==> src/rtl/issue_ctrl_if.sv <==
`default_nettype none
// ============================================================================
// Module      : issue_ctrl_if
// Description : Decode, writeback, branch-resolve and trap signals between
//               the issue controller and the surrounding pipeline.
// Revision    : 1.0 - initial release
// ============================================================================
interface issue_ctrl_if;

    // Registered decode outputs
    logic        in_valid;
    logic [4:0]  rd;
    logic [4:0]  rs1;
    logic [4:0]  rs2;
    logic [6:0]  opcode;
    logic [31:0] pc;
    logic        load;
    logic        fence;
    logic        alui;
    logic        auipc;
    logic        store;
    logic        alur;
    logic        lui;
    logic        branch;
    logic        jalr;
    logic        jal;
    logic        system;
    logic        invalid;

    // Writeback, execute resolution and trap handler
    logic        wb_valid;
    logic [4:0]  wb_rd;
    logic        br_done;
    logic        br_taken;
    logic        trap_ack;

    // Controller outputs
    logic        issue;
    logic        hlt;
    logic        flush;
    logic        trap;
    logic [31:0] trap_pc;
    logic [1:0]  trap_cause;
    logic [31:0] busy;
    logic        idle;

    modport master (
        output in_valid, rd, rs1, rs2, opcode, pc,
        output load, fence, alui, auipc, store, alur, lui,
        output branch, jalr, jal, system, invalid,
        output wb_valid, wb_rd, br_done, br_taken, trap_ack,
        input  issue, hlt, flush, trap, trap_pc, trap_cause, busy, idle
    );

    modport slave (
        input  in_valid, rd, rs1, rs2, opcode, pc,
        input  load, fence, alui, auipc, store, alur, lui,
        input  branch, jalr, jal, system, invalid,
        input  wb_valid, wb_rd, br_done, br_taken, trap_ack,
        output issue, hlt, flush, trap, trap_pc, trap_cause, busy, idle
    );

endinterface
`default_nettype wire

==> src/rtl/issue_ctrl.sv <==
`default_nettype none
// ============================================================================
// Module      : issue_ctrl
// Description : Issue/hazard controller: register scoreboard, decode stall,
//               control-transfer resolve/flush sequencing and trap handshake.
// Revision    : 1.0 - initial release
// ============================================================================
module issue_ctrl #(
    parameter int RESOLVE_MAX = 15
) (
    input  wire logic     clk,
    input  wire logic     rstn,
    issue_ctrl_if.slave   bus
);

    localparam logic [1:0] c_st_run     = 2'd0;
    localparam logic [1:0] c_st_resolve = 2'd1;
    localparam logic [1:0] c_st_flush   = 2'd2;
    localparam logic [1:0] c_st_trap    = 2'd3;

    localparam logic [1:0] c_cause_invalid = 2'd0;
    localparam logic [1:0] c_cause_timeout = 2'd1;

    localparam logic [7:0] c_resolve_max = 8'(RESOLVE_MAX);

    logic [1:0]  state_q,      state_d;
    logic [31:0] busy_q,       busy_d;
    logic [7:0]  cnt_q,        cnt_d;
    logic        trap_q,       trap_d;
    logic [31:0] trap_pc_q,    trap_pc_d;
    logic [1:0]  trap_cause_q, trap_cause_d;
    logic [31:0] br_pc_q,      br_pc_d;

    logic        w_uses_rs1;
    logic        w_uses_rs2;
    logic        w_writes_rd;
    logic        w_xfer;
    logic [31:0] w_wb_clr;
    logic [31:0] w_eff_busy;
    logic [31:0] w_set;
    logic        w_hazard;
    logic        w_issue;
    logic        w_hlt;
    logic [7:0]  w_cnt_inc;
    logic        w_unused;

    // Opcode and the load/alui flags do not change register usage here.
    assign w_unused = &{1'b0, bus.opcode, bus.load, bus.alui};

    // Register usage and hazard detection against the bypassed scoreboard
    always_comb begin
        w_uses_rs1  = !(bus.lui || bus.auipc || bus.jal || bus.fence);
        w_uses_rs2  = bus.store || bus.alur || bus.branch;
        w_writes_rd = !(bus.store || bus.branch || bus.fence) && (bus.rd != 5'd0);
        w_xfer      = bus.branch || bus.jal || bus.jalr;

        w_wb_clr = 32'd0;
        if (bus.wb_valid && (bus.wb_rd != 5'd0)) begin
            w_wb_clr = 32'd1 << bus.wb_rd;
        end
        w_eff_busy = busy_q & ~w_wb_clr;

        w_hazard = (w_uses_rs1 && w_eff_busy[bus.rs1])
                || (w_uses_rs2 && w_eff_busy[bus.rs2])
                || (w_writes_rd && w_eff_busy[bus.rd])
                || ((bus.fence || bus.system) && (busy_q != 32'd0));
    end

    // Issue/stall decode and next-state sequencing
    always_comb begin
        w_issue      = 1'b0;
        w_hlt        = 1'b1;
        state_d      = state_q;
        cnt_d        = cnt_q;
        trap_d       = trap_q;
        trap_pc_d    = trap_pc_q;
        trap_cause_d = trap_cause_q;
        br_pc_d      = br_pc_q;
        w_cnt_inc    = cnt_q + 8'd1;

        case (state_q)
            c_st_run: begin
                w_issue = bus.in_valid && !bus.invalid && !w_hazard;
                w_hlt   = bus.in_valid && (bus.invalid || w_hazard);
                if (bus.in_valid && bus.invalid) begin
                    state_d      = c_st_trap;
                    trap_d       = 1'b1;
                    trap_pc_d    = bus.pc;
                    trap_cause_d = c_cause_invalid;
                end else if (w_issue && w_xfer) begin
                    state_d = c_st_resolve;
                    cnt_d   = 8'd0;
                    br_pc_d = bus.pc;
                end
            end

            c_st_resolve: begin
                // Resolution in the timeout cycle wins over the timeout.
                if (bus.br_done) begin
                    state_d = bus.br_taken ? c_st_flush : c_st_run;
                end else begin
                    cnt_d = w_cnt_inc;
                    if (w_cnt_inc == c_resolve_max) begin
                        state_d      = c_st_trap;
                        trap_d       = 1'b1;
                        trap_pc_d    = br_pc_q;
                        trap_cause_d = c_cause_timeout;
                    end
                end
            end

            c_st_flush: begin
                state_d = c_st_run;
            end

            c_st_trap: begin
                if (bus.trap_ack) begin
                    state_d = c_st_flush;
                    trap_d  = 1'b0;
                end
            end

            default: begin
                state_d = c_st_run;
            end
        endcase
    end

    // Scoreboard: retire writebacks, then mark the issuing destination
    always_comb begin
        w_set = 32'd0;
        if (w_issue && w_writes_rd) begin
            w_set = 32'd1 << bus.rd;
        end
        busy_d    = (busy_q & ~w_wb_clr) | w_set;
        busy_d[0] = 1'b0;
    end

    always_ff @(posedge clk) begin
        if (!rstn) begin
            state_q      <= c_st_run;
            busy_q       <= 32'd0;
            cnt_q        <= 8'd0;
            trap_q       <= 1'b0;
            trap_pc_q    <= 32'd0;
            trap_cause_q <= 2'd0;
            br_pc_q      <= 32'd0;
        end else begin
            state_q      <= state_d;
            busy_q       <= busy_d;
            cnt_q        <= cnt_d;
            trap_q       <= trap_d;
            trap_pc_q    <= trap_pc_d;
            trap_cause_q <= trap_cause_d;
            br_pc_q      <= br_pc_d;
        end
    end

    assign bus.issue      = w_issue;
    assign bus.hlt        = w_hlt;
    assign bus.flush      = (state_q == c_st_flush);
    assign bus.trap       = trap_q;
    assign bus.trap_pc    = trap_pc_q;
    assign bus.trap_cause = trap_cause_q;
    assign bus.busy       = busy_q;
    assign bus.idle       = (busy_q == 32'd0) && (state_q == c_st_run);

endmodule
`default_nettype wire

==> src/flat_wrapper.sv <==
// flat-port wrapper written by rule: the top's interface ports become plain ports
module issue_ctrl_flat 
#(
    parameter int RESOLVE_MAX = 15
)
  (clk, rstn, bus_in_valid, bus_rd, bus_rs1, bus_rs2, bus_opcode, bus_pc, bus_load, bus_fence, bus_alui, bus_auipc, bus_store, bus_alur, bus_lui, bus_branch, bus_jalr, bus_jal, bus_system, bus_invalid, bus_wb_valid, bus_wb_rd, bus_br_done, bus_br_taken, bus_trap_ack, bus_issue, bus_hlt, bus_flush, bus_trap, bus_trap_pc, bus_trap_cause, bus_busy, bus_idle);
  issue_ctrl_if bus_i ();
  input  wire logic clk;
  input  wire logic rstn;
  input wire logic [$bits(bus_i.in_valid)-1:0] bus_in_valid;
  input wire logic [$bits(bus_i.rd)-1:0] bus_rd;
  input wire logic [$bits(bus_i.rs1)-1:0] bus_rs1;
  input wire logic [$bits(bus_i.rs2)-1:0] bus_rs2;
  input wire logic [$bits(bus_i.opcode)-1:0] bus_opcode;
  input wire logic [$bits(bus_i.pc)-1:0] bus_pc;
  input wire logic [$bits(bus_i.load)-1:0] bus_load;
  input wire logic [$bits(bus_i.fence)-1:0] bus_fence;
  input wire logic [$bits(bus_i.alui)-1:0] bus_alui;
  input wire logic [$bits(bus_i.auipc)-1:0] bus_auipc;
  input wire logic [$bits(bus_i.store)-1:0] bus_store;
  input wire logic [$bits(bus_i.alur)-1:0] bus_alur;
  input wire logic [$bits(bus_i.lui)-1:0] bus_lui;
  input wire logic [$bits(bus_i.branch)-1:0] bus_branch;
  input wire logic [$bits(bus_i.jalr)-1:0] bus_jalr;
  input wire logic [$bits(bus_i.jal)-1:0] bus_jal;
  input wire logic [$bits(bus_i.system)-1:0] bus_system;
  input wire logic [$bits(bus_i.invalid)-1:0] bus_invalid;
  input wire logic [$bits(bus_i.wb_valid)-1:0] bus_wb_valid;
  input wire logic [$bits(bus_i.wb_rd)-1:0] bus_wb_rd;
  input wire logic [$bits(bus_i.br_done)-1:0] bus_br_done;
  input wire logic [$bits(bus_i.br_taken)-1:0] bus_br_taken;
  input wire logic [$bits(bus_i.trap_ack)-1:0] bus_trap_ack;
  output wire logic [$bits(bus_i.issue)-1:0] bus_issue;
  output wire logic [$bits(bus_i.hlt)-1:0] bus_hlt;
  output wire logic [$bits(bus_i.flush)-1:0] bus_flush;
  output wire logic [$bits(bus_i.trap)-1:0] bus_trap;
  output wire logic [$bits(bus_i.trap_pc)-1:0] bus_trap_pc;
  output wire logic [$bits(bus_i.trap_cause)-1:0] bus_trap_cause;
  output wire logic [$bits(bus_i.busy)-1:0] bus_busy;
  output wire logic [$bits(bus_i.idle)-1:0] bus_idle;
  assign bus_i.in_valid = bus_in_valid;
  assign bus_i.rd = bus_rd;
  assign bus_i.rs1 = bus_rs1;
  assign bus_i.rs2 = bus_rs2;
  assign bus_i.opcode = bus_opcode;
  assign bus_i.pc = bus_pc;
  assign bus_i.load = bus_load;
  assign bus_i.fence = bus_fence;
  assign bus_i.alui = bus_alui;
  assign bus_i.auipc = bus_auipc;
  assign bus_i.store = bus_store;
  assign bus_i.alur = bus_alur;
  assign bus_i.lui = bus_lui;
  assign bus_i.branch = bus_branch;
  assign bus_i.jalr = bus_jalr;
  assign bus_i.jal = bus_jal;
  assign bus_i.system = bus_system;
  assign bus_i.invalid = bus_invalid;
  assign bus_i.wb_valid = bus_wb_valid;
  assign bus_i.wb_rd = bus_wb_rd;
  assign bus_i.br_done = bus_br_done;
  assign bus_i.br_taken = bus_br_taken;
  assign bus_i.trap_ack = bus_trap_ack;
  assign bus_issue = bus_i.issue;
  assign bus_hlt = bus_i.hlt;
  assign bus_flush = bus_i.flush;
  assign bus_trap = bus_i.trap;
  assign bus_trap_pc = bus_i.trap_pc;
  assign bus_trap_cause = bus_i.trap_cause;
  assign bus_busy = bus_i.busy;
  assign bus_idle = bus_i.idle;
  issue_ctrl #(.RESOLVE_MAX(RESOLVE_MAX)) u_core (.clk(clk), .rstn(rstn), .bus(bus_i));
endmodule
==> config.mk <==
export PLATFORM = sky130hd
export DESIGN_NAME = issue_ctrl_flat
export DESIGN_NICKNAME = d
export VERILOG_FILES = /design/src/rtl/issue_ctrl_if.sv /design/src/rtl/issue_ctrl.sv /design/src/flat_wrapper.sv
export SDC_FILE = /design/constraint.sdc
export NUM_CORES = 1
export LEC_CHECK = 0
export ABC_AREA = 1
export BUFFER_PORTS_ARGS = -buffer_cell sky130_fd_sc_hd__buf_4
export CORE_MARGIN = 3
export CORE_UTILIZATION = 43
export CTS_CLUSTER_SIZE = 25
export DETAILED_ROUTE_END_ITERATION = 7
export PLACE_DENSITY = 0.66
export SLEW_MARGIN = 0
export SYNTH_ARGS = -nofsm -noshare
export SYNTH_HDL_FRONTEND = slang
export SYNTH_SLANG_ARGS = --single-unit
==> constraint.sdc <==
create_clock -name clk -period 2.8 [get_ports clk]
set_input_delay 0.28 -clock clk [delete_from_list [all_inputs] [get_ports clk]]
set_output_delay 0.28 -clock clk [all_outputs]
set_load 0.02 [all_outputs]
## After elaboration in Yosys (flattened, before gate mapping)

Cells that the tools add are included.

| word-level totals | value |
|---|---|
| latch bits | 0 |
| memories kept | 0 |
| register bits after elaboration | 109 |
| memory bits (writable) | 0 |
| ROM bits | 0 |
| word-level logic and storage cells | 107 |

| cells by class | value |
|---|---|
| multiply operators | 0 |
| reductions and logical operators | 43 |
| order comparisons | 3 |
| shifts and indexed selects | 2 |
| add/sub/neg operators | 1 |
| divide/modulo/power cells | 0 |
| multiplexer cells | 34 |
| bitwise gates (word level) | 4 |
| eq/ne operators | 12 |

Operators by type and width:

| operator | number |
|---|---|
| $mux 32 | 5 |
| $pmux 32 s2 | 1 |
| $shl 1x5->32 const A | 2 |
| $and 32x32->32 | 1 |
| $logic_not 32->1 | 1 |
| $not 32->32 | 1 |
| $or 32x32->32 | 1 |
| $reduce_bool 32->1 | 1 |
| $mux 8 | 3 |
| $lt 5x6->1 const B | 3 |
| $mux 2 | 9 |
| $pmux 8 s2 | 1 |
| $bmux 1 s5 | 3 |
| $logic_or 1x1->1 | 14 |
| $logic_and 1x1->1 | 13 |
| $reduce_bool 5->1 | 2 |
| $mux 1 | 9 |
| $add 8x1->8 const B | 1 |
| $eq 8x4->1 const B | 1 |
| $pmux 2 s4 | 1 |
| $reduce_and 4->1 | 2 |
| $ne 2x1->1 const B | 3 |
| $ne 2x2->1 const B | 3 |
| $reduce_and 3->1 | 2 |
| other kinds (12) | 16 |

## Logic depth before layout (Yosys ltp)

| logic depth | value |
|---|---|
| depth after elaboration | 17 |
| mapped depth | 24 |

## Least setup slack after synthesis

Ideal clock, no wire load.

| path | value |
|---|---|
| path type | input-to-output |
| start | input bus_wb_rd[1] |
| end | output bus_hlt |
| buffers on the path | 1 |
| arrival time | 2.017 ns |
| stages | 17 |
| path slack | 0.503 ns |
| cells stage by stage | buf_2 > inv_2 > nand2_2 > nor2_2 > a21boi_1 > nor2_1 > nor2_1 > nand2_1 > nand2_1 > nand2_1 > nand2_1 > nor2_1 > nor2_1 > nand2_1 > nand2_2 > nor2_8 > o21ai_0 |

| on the way | value |
|---|---|
| longest elaborated chain between the ends | 14 |
| elaborated cells between the ends (all ways) | 21 |
| classes of those cells | shift: 1; mux: 8; bitwise: 2; reduce/logical: 10 |

RTL lines:

| item | RTL line | source |
|---|---|---|
| start: declaration | flat_wrapper.sv:29 | `input wire logic [$bits(bus_i.wb_rd)-1:0] bus_wb_rd;` |
| $reduce_bool 5->1 | issue_ctrl.sv:58 | `if (bus.wb_valid && (bus.wb_rd != 5'd0)) begin` |
| $logic_and 1x1->1 | issue_ctrl.sv:58 |  |
| $mux 32 * | issue_ctrl.sv:58 |  |
| $not 32->32 * | issue_ctrl.sv:61 | `w_eff_busy = busy_q & ~w_wb_clr;` |
| $and 32x32->32 * | issue_ctrl.sv:61 |  |
| $bmux 1 s5, on equally long branches | issue_ctrl.sv:63, issue_ctrl.sv:64 |  |
| $mux 1, on equally long branches | issue_ctrl.sv:63, issue_ctrl.sv:64 |  |
| $logic_and 1x1->1, on equally long branches | issue_ctrl.sv:63, issue_ctrl.sv:64 |  |
| $logic_or 1x1->1 | issue_ctrl.sv:64 | `\|\| (w_uses_rs2 && w_eff_busy[bus.rs2])` |
| $logic_or 1x1->1 * | issue_ctrl.sv:65 | `\|\| (w_writes_rd && w_eff_busy[bus.rd])` |
| $logic_or 1x1->1 * | issue_ctrl.sv:66 | `\|\| ((bus.fence \|\| bus.system) && (busy_q != 32'd0));` |
| $logic_or 1x1->1 * | issue_ctrl.sv:84 | `w_hlt = bus.in_valid && (bus.invalid \|\| w_hazard);` |
| $logic_and 1x1->1 * | issue_ctrl.sv:84 |  |
| $mux 1 * | issue_ctrl.sv:81 | `case (state_q)` |
| end: declaration | flat_wrapper.sv:34 | `output wire logic [$bits(bus_i.hlt)-1:0] bus_hlt;` |

Every way passes the cells marked *; elsewhere a longest branch is shown, timed or not. The select of a mux whose other input is x is not followed.

## Worst setup path in the final report

| path | value |
|---|---|
| start | register u_core.busy_q[16] (netlist: u_core.bus.busy[16]) |
| end | output bus_hlt |

| on the way | value |
|---|---|
| longest elaborated chain between the ends | 10 |
| elaborated cells between the ends (all ways) | 18 |
| classes of those cells | mux: 7; bitwise: 1; reduce/logical: 10 |

RTL lines:

| item | RTL line | source |
|---|---|---|
| start: declaration | issue_ctrl.sv:27 | `logic [31:0] busy_q, busy_d;` |
| start signal: assignment | issue_ctrl.sv:150 | `busy_q <= busy_d;` |
| $and 32x32->32 | issue_ctrl.sv:61 |  |
| $bmux 1 s5, on equally long branches | issue_ctrl.sv:63, issue_ctrl.sv:64 |  |
| $mux 1, on equally long branches | issue_ctrl.sv:63, issue_ctrl.sv:64 |  |
| $logic_and 1x1->1, on equally long branches | issue_ctrl.sv:63, issue_ctrl.sv:64 |  |
| $logic_or 1x1->1 | issue_ctrl.sv:64 |  |
| $logic_or 1x1->1 | issue_ctrl.sv:65 |  |
| $logic_or 1x1->1 * | issue_ctrl.sv:66 |  |
| $logic_or 1x1->1 * | issue_ctrl.sv:84 |  |
| $logic_and 1x1->1 * | issue_ctrl.sv:84 |  |
| $mux 1 * | issue_ctrl.sv:81 |  |

Marks and branches as above.

==> results.md <==
* Worst VDD drop at roughly 0.00033 V
* First-pass GRT wire length at approximately 33,000 um
* # DRC at 0
* Synth Flop Type: dfxtp_1
* Root Buffer: clkbuf_16
* Min cycle time layout at around 2.6 ns
* Distinct cells, synth at 43
* Total track usage at about a quarter
* Post-Route WL at around 21,000 um
* Core Rows at 44
* Per-cell routed wire length at ~17 um
* Fin crit share at 93.2%
* CTS Sinks at approximately 110
* # Post-CTS Setup Buffers at 0
* Crit-path max FO at 5
* Share of cells above drive strength 1 at about 22%
* Layout fillers at roughly 1.5k
* Seq cells post-synth at about 110
* FFs w/ async S/R, synth at 0%
* Pins Over Slew Limit at 0
* Worst rel slew slack at a little under half
* Slew @ Worst Pin at 0.786 ns
* Sequential cell area fraction in the yosys report at 33.3%
* Critical path startpoint category: flop
* Syn Std Cell Area at 0.00644 mm^2
* Initial antenna violation count at 0
* Clk buf depth at 2
* P&R area growth vs syn at 22.9%
* Chip height at between 100 and 150 um
* Gr ovfl total at 0
* Drt pass-1 iters at 5
* Total CTS buffers at 9
* Avg Cell Area, Syn at ~6.7 um^2
* Die area at 0.0165 mm^2
* Reg2reg start: u_core.cnt_q[0]
* Post-CTS Hold Buffers at 0
* Initial Util at between 40% and 50%
* Inst Count DP at roughly 1.2k
* Min-delay src: bus_pc[6]
* Initial DRC count at about 510
* Leakage at between 3 and 4 nW
* Fin. Hold Viols at 0
* Detail Route Antenna Nets at 0
* IO Pins at about 150
* Die Span X at approximately 130 um
* CP Capture Type: output port
* Max-cap violations at 0
* R2R depth at 12
* Reg-to-Reg End: u_core.bus.trap
* Setup Skew at approximately 0.0095 ns
* Maximum clock rate at roughly 0.38 GHz
* Nets at roughly 1.2k
* Cells resized by post-CTS repair at 0
* Vias in the first global route at 6,200
* CTS H-Tree Depth at 3
* Hold path cells at 3
* Total power at about 5.0 mW
* Register clock-pin slew on the reported worst setup and hold paths at around 0.080 ns
* Hold Crit Class: in2reg
* Number of diodes at 0
* Via count at 6,940
* Crit path DAT at 2.33 ns
* PwrDens at ~630 mW/mm^2
* Worst path required time at roughly 2.5 ns
* RSZ-0062 raised after global routing: no
* Vias per Instance at around 5.5
* Post-detail-place hpwl at around 15,000 um
* Clk Latency, worst-skew pair at 0.37 ns
* Mapped Cells at 960
* Outcome: finished clean
* RePlAce Congestion at roughly 0.97
* Port buffer count at 137
* Final core utilization at between 50% and 60%
* Kind of critical path: reg2out
* Final setup fails at 0
* EDFF count, synth at 0
* Hold slack at roughly 0.19 ns
* YS warnings at 0
* Setup tns final at 0 ns
* Worst Hold End: u_core.br_pc_q[6]
* Final Instance Count excl. Fillers at 1,260
* Pin count of the biggest net entering global routing at 65
* CORE AREA at 0.0146 mm^2
* R2R setup slack at between 0.4 and 0.5 ns
* CTS tree: yes
## logic make-up (layout without fill, tap and decap cells)
kind of cell	after synthesis	in the layout	synth area share, %
AOI/OAI and AO/OA	181	181	18.0
xor gates and xnor gates	6	6	0.816
adders and majority gates	2	2	0.389
buffers and inverters	152	267	10.7
DFF	107	107	33.3
other	1	2	0.0582
and+or+nand+nor	511	511	36.8
## routing by layer
metal  track usage, %  vias up  wire length (um)
li1                 -     3433                 -
met3             3.99       36              1590
met2             38.2      278              9320
met1             34.6     3193              9280
met5                0        -                 0
met4             11.2        0               686
## registers in the layout, summed over array words and instances (netlist names)
signal                 flops
u_core.bus.trap            1
u_core.state_q             2
u_core.bus.busy           31
u_core.br_pc_q            32
u_core.bus.trap_cause      1
u_core.cnt_q               8
u_core.bus.trap_pc        32
## placed cells by master, fill, tap and decap left out, types with 3 or more instances in the layout
| cell type | netlist | layout |
|---|---|---|
| dfxtp_1 | 107 | 107 |
| buf_4 | 5 | 157 |
| nand2_1 | 217 | 217 |
| nand3_1 | 87 | 87 |
| nand2_2 | 13 | 13 |
| a21oi_2 | 8 | 8 |
| nand3_2 | 7 | 7 |
| o21ai_1 | 31 | 31 |
| o2111ai_1 | 32 | 32 |
| o21ai_0 | 13 | 13 |
| nor2_4 | 4 | 4 |
| a21oi_1 | 65 | 65 |
| inv_2 | 7 | 8 |
| buf_12 | 0 | 4 |
| xor2_1 | 5 | 5 |
| inv_1 | 79 | 78 |
| nand4_1 | 35 | 35 |
| o21ai_2 | 5 | 5 |
| o21a_1 | 21 | 21 |
| clkinv_1 | 3 | 3 |
| nor3_1 | 4 | 4 |
| nor2_1 | 119 | 118 |
| inv_6 | 0 | 3 |
| nand2_4 | 3 | 3 |
| clkbuf_16 | 0 | 9 |
| nor4_1 | 8 | 8 |
| nor2_2 | 6 | 7 |
## worst max-delay path, cell delays in order (launching register included)
cell,delay (ns)
dfxtp_1,0.43
a21boi_1,0.36
nor2_1,0.07
nor2_1,0.11
nand2_1,0.06
nand2_1,0.08
nand2_1,0.06
nand2_1,0.06
nor2_1,0.04
nor2_1,0.09
nand2_1,0.07
nand2_2,0.11
nor2_8,0.06
o21ai_0,0.19
buf_4,0.18
## power breakdown
| part | internal, mW | switching, mW |
|---|---|---|
| Sequential | 1.73 | 0.120 |
| Combinational | 0.626 | 1.11 |
| Clock | 0.738 | 0.645 |
| Total | 3.09 | 1.88 |
## cell type report
cell class | instances | area, um^2 | share of cell area [%]
multi-input combinational | 702 | 3620 | 45.8
clock buffer | 10 | 239 | 3.02
tap | 184 | 230 | 2.91
sequential | 107 | 2140 | 27.1
clock inverter | 6 | 81.3 | 1.03
timing repair buffer | 161 | 1260 | 15.9
inverter | 90 | 339 | 4.28
## stage by stage
stage | setup slack, ns | instance area [um^2]
after floorplan | 0.503 | 6440
after global placement | 0.223 | 7590
after detailed placement | 0.174 | 7590
after CTS | 0.212 | 7910
after global routing | 0.0570 | 7910
final | 0.191 | 7910
## synthesized netlist by cell type, types with 3 or more instances
library cell	count	share of area [%]
o21ai_2	5	0.68
nor4_1	8	0.78
nor2_2	6	0.58
inv_1	79	4.6
nor2_4	4	0.70
nand2_2	13	1.3
a21oi_2	8	1.1
clkinv_1	3	0.17
nand3_1	87	6.8
o21a_1	21	2.4
nor2_1	119	6.9
nor3_1	4	0.31
nand2_4	3	0.52
xor2_1	5	0.68
nand4_1	35	3.4
nand2_1	217	13
o2111ai_1	32	4.4
a21oi_1	65	5.1
buf_2	12	0.93
inv_2	7	0.41
o21ai_1	31	2.4
buf_6	11	1.9
dfxtp_1	107	33
clkbuf_1	32	1.9
buf_4	5	0.58
o21ai_0	13	1.0
nand3_2	7	1.1
## how the worst max path moves through the flow
| stage | startpoint | endpoint | slack [ns] | cells past startpoint |
|---|---|---|---|---|
| 2_1_floorplan | bus_wb_rd[1] | bus_hlt | 0.50 | 17 |
| 3_3_place_gp | bus_wb_rd[3] | u_core.br_pc_q[25] | 0.22 | 19 |
| 3_5_place_dp | bus_wb_rd[3] | u_core.br_pc_q[25] | 0.17 | 19 |
| 4_1_cts | u_core.bus.busy[16] | bus_hlt | 0.21 | 14 |
| 5_1_grt | u_core.bus.busy[16] | bus_hlt | 0.06 | 14 |
| 6_report | u_core.bus.busy[16] | bus_hlt | 0.19 | 14 |
No activity file was read; power rests on OpenSTA's default activity.
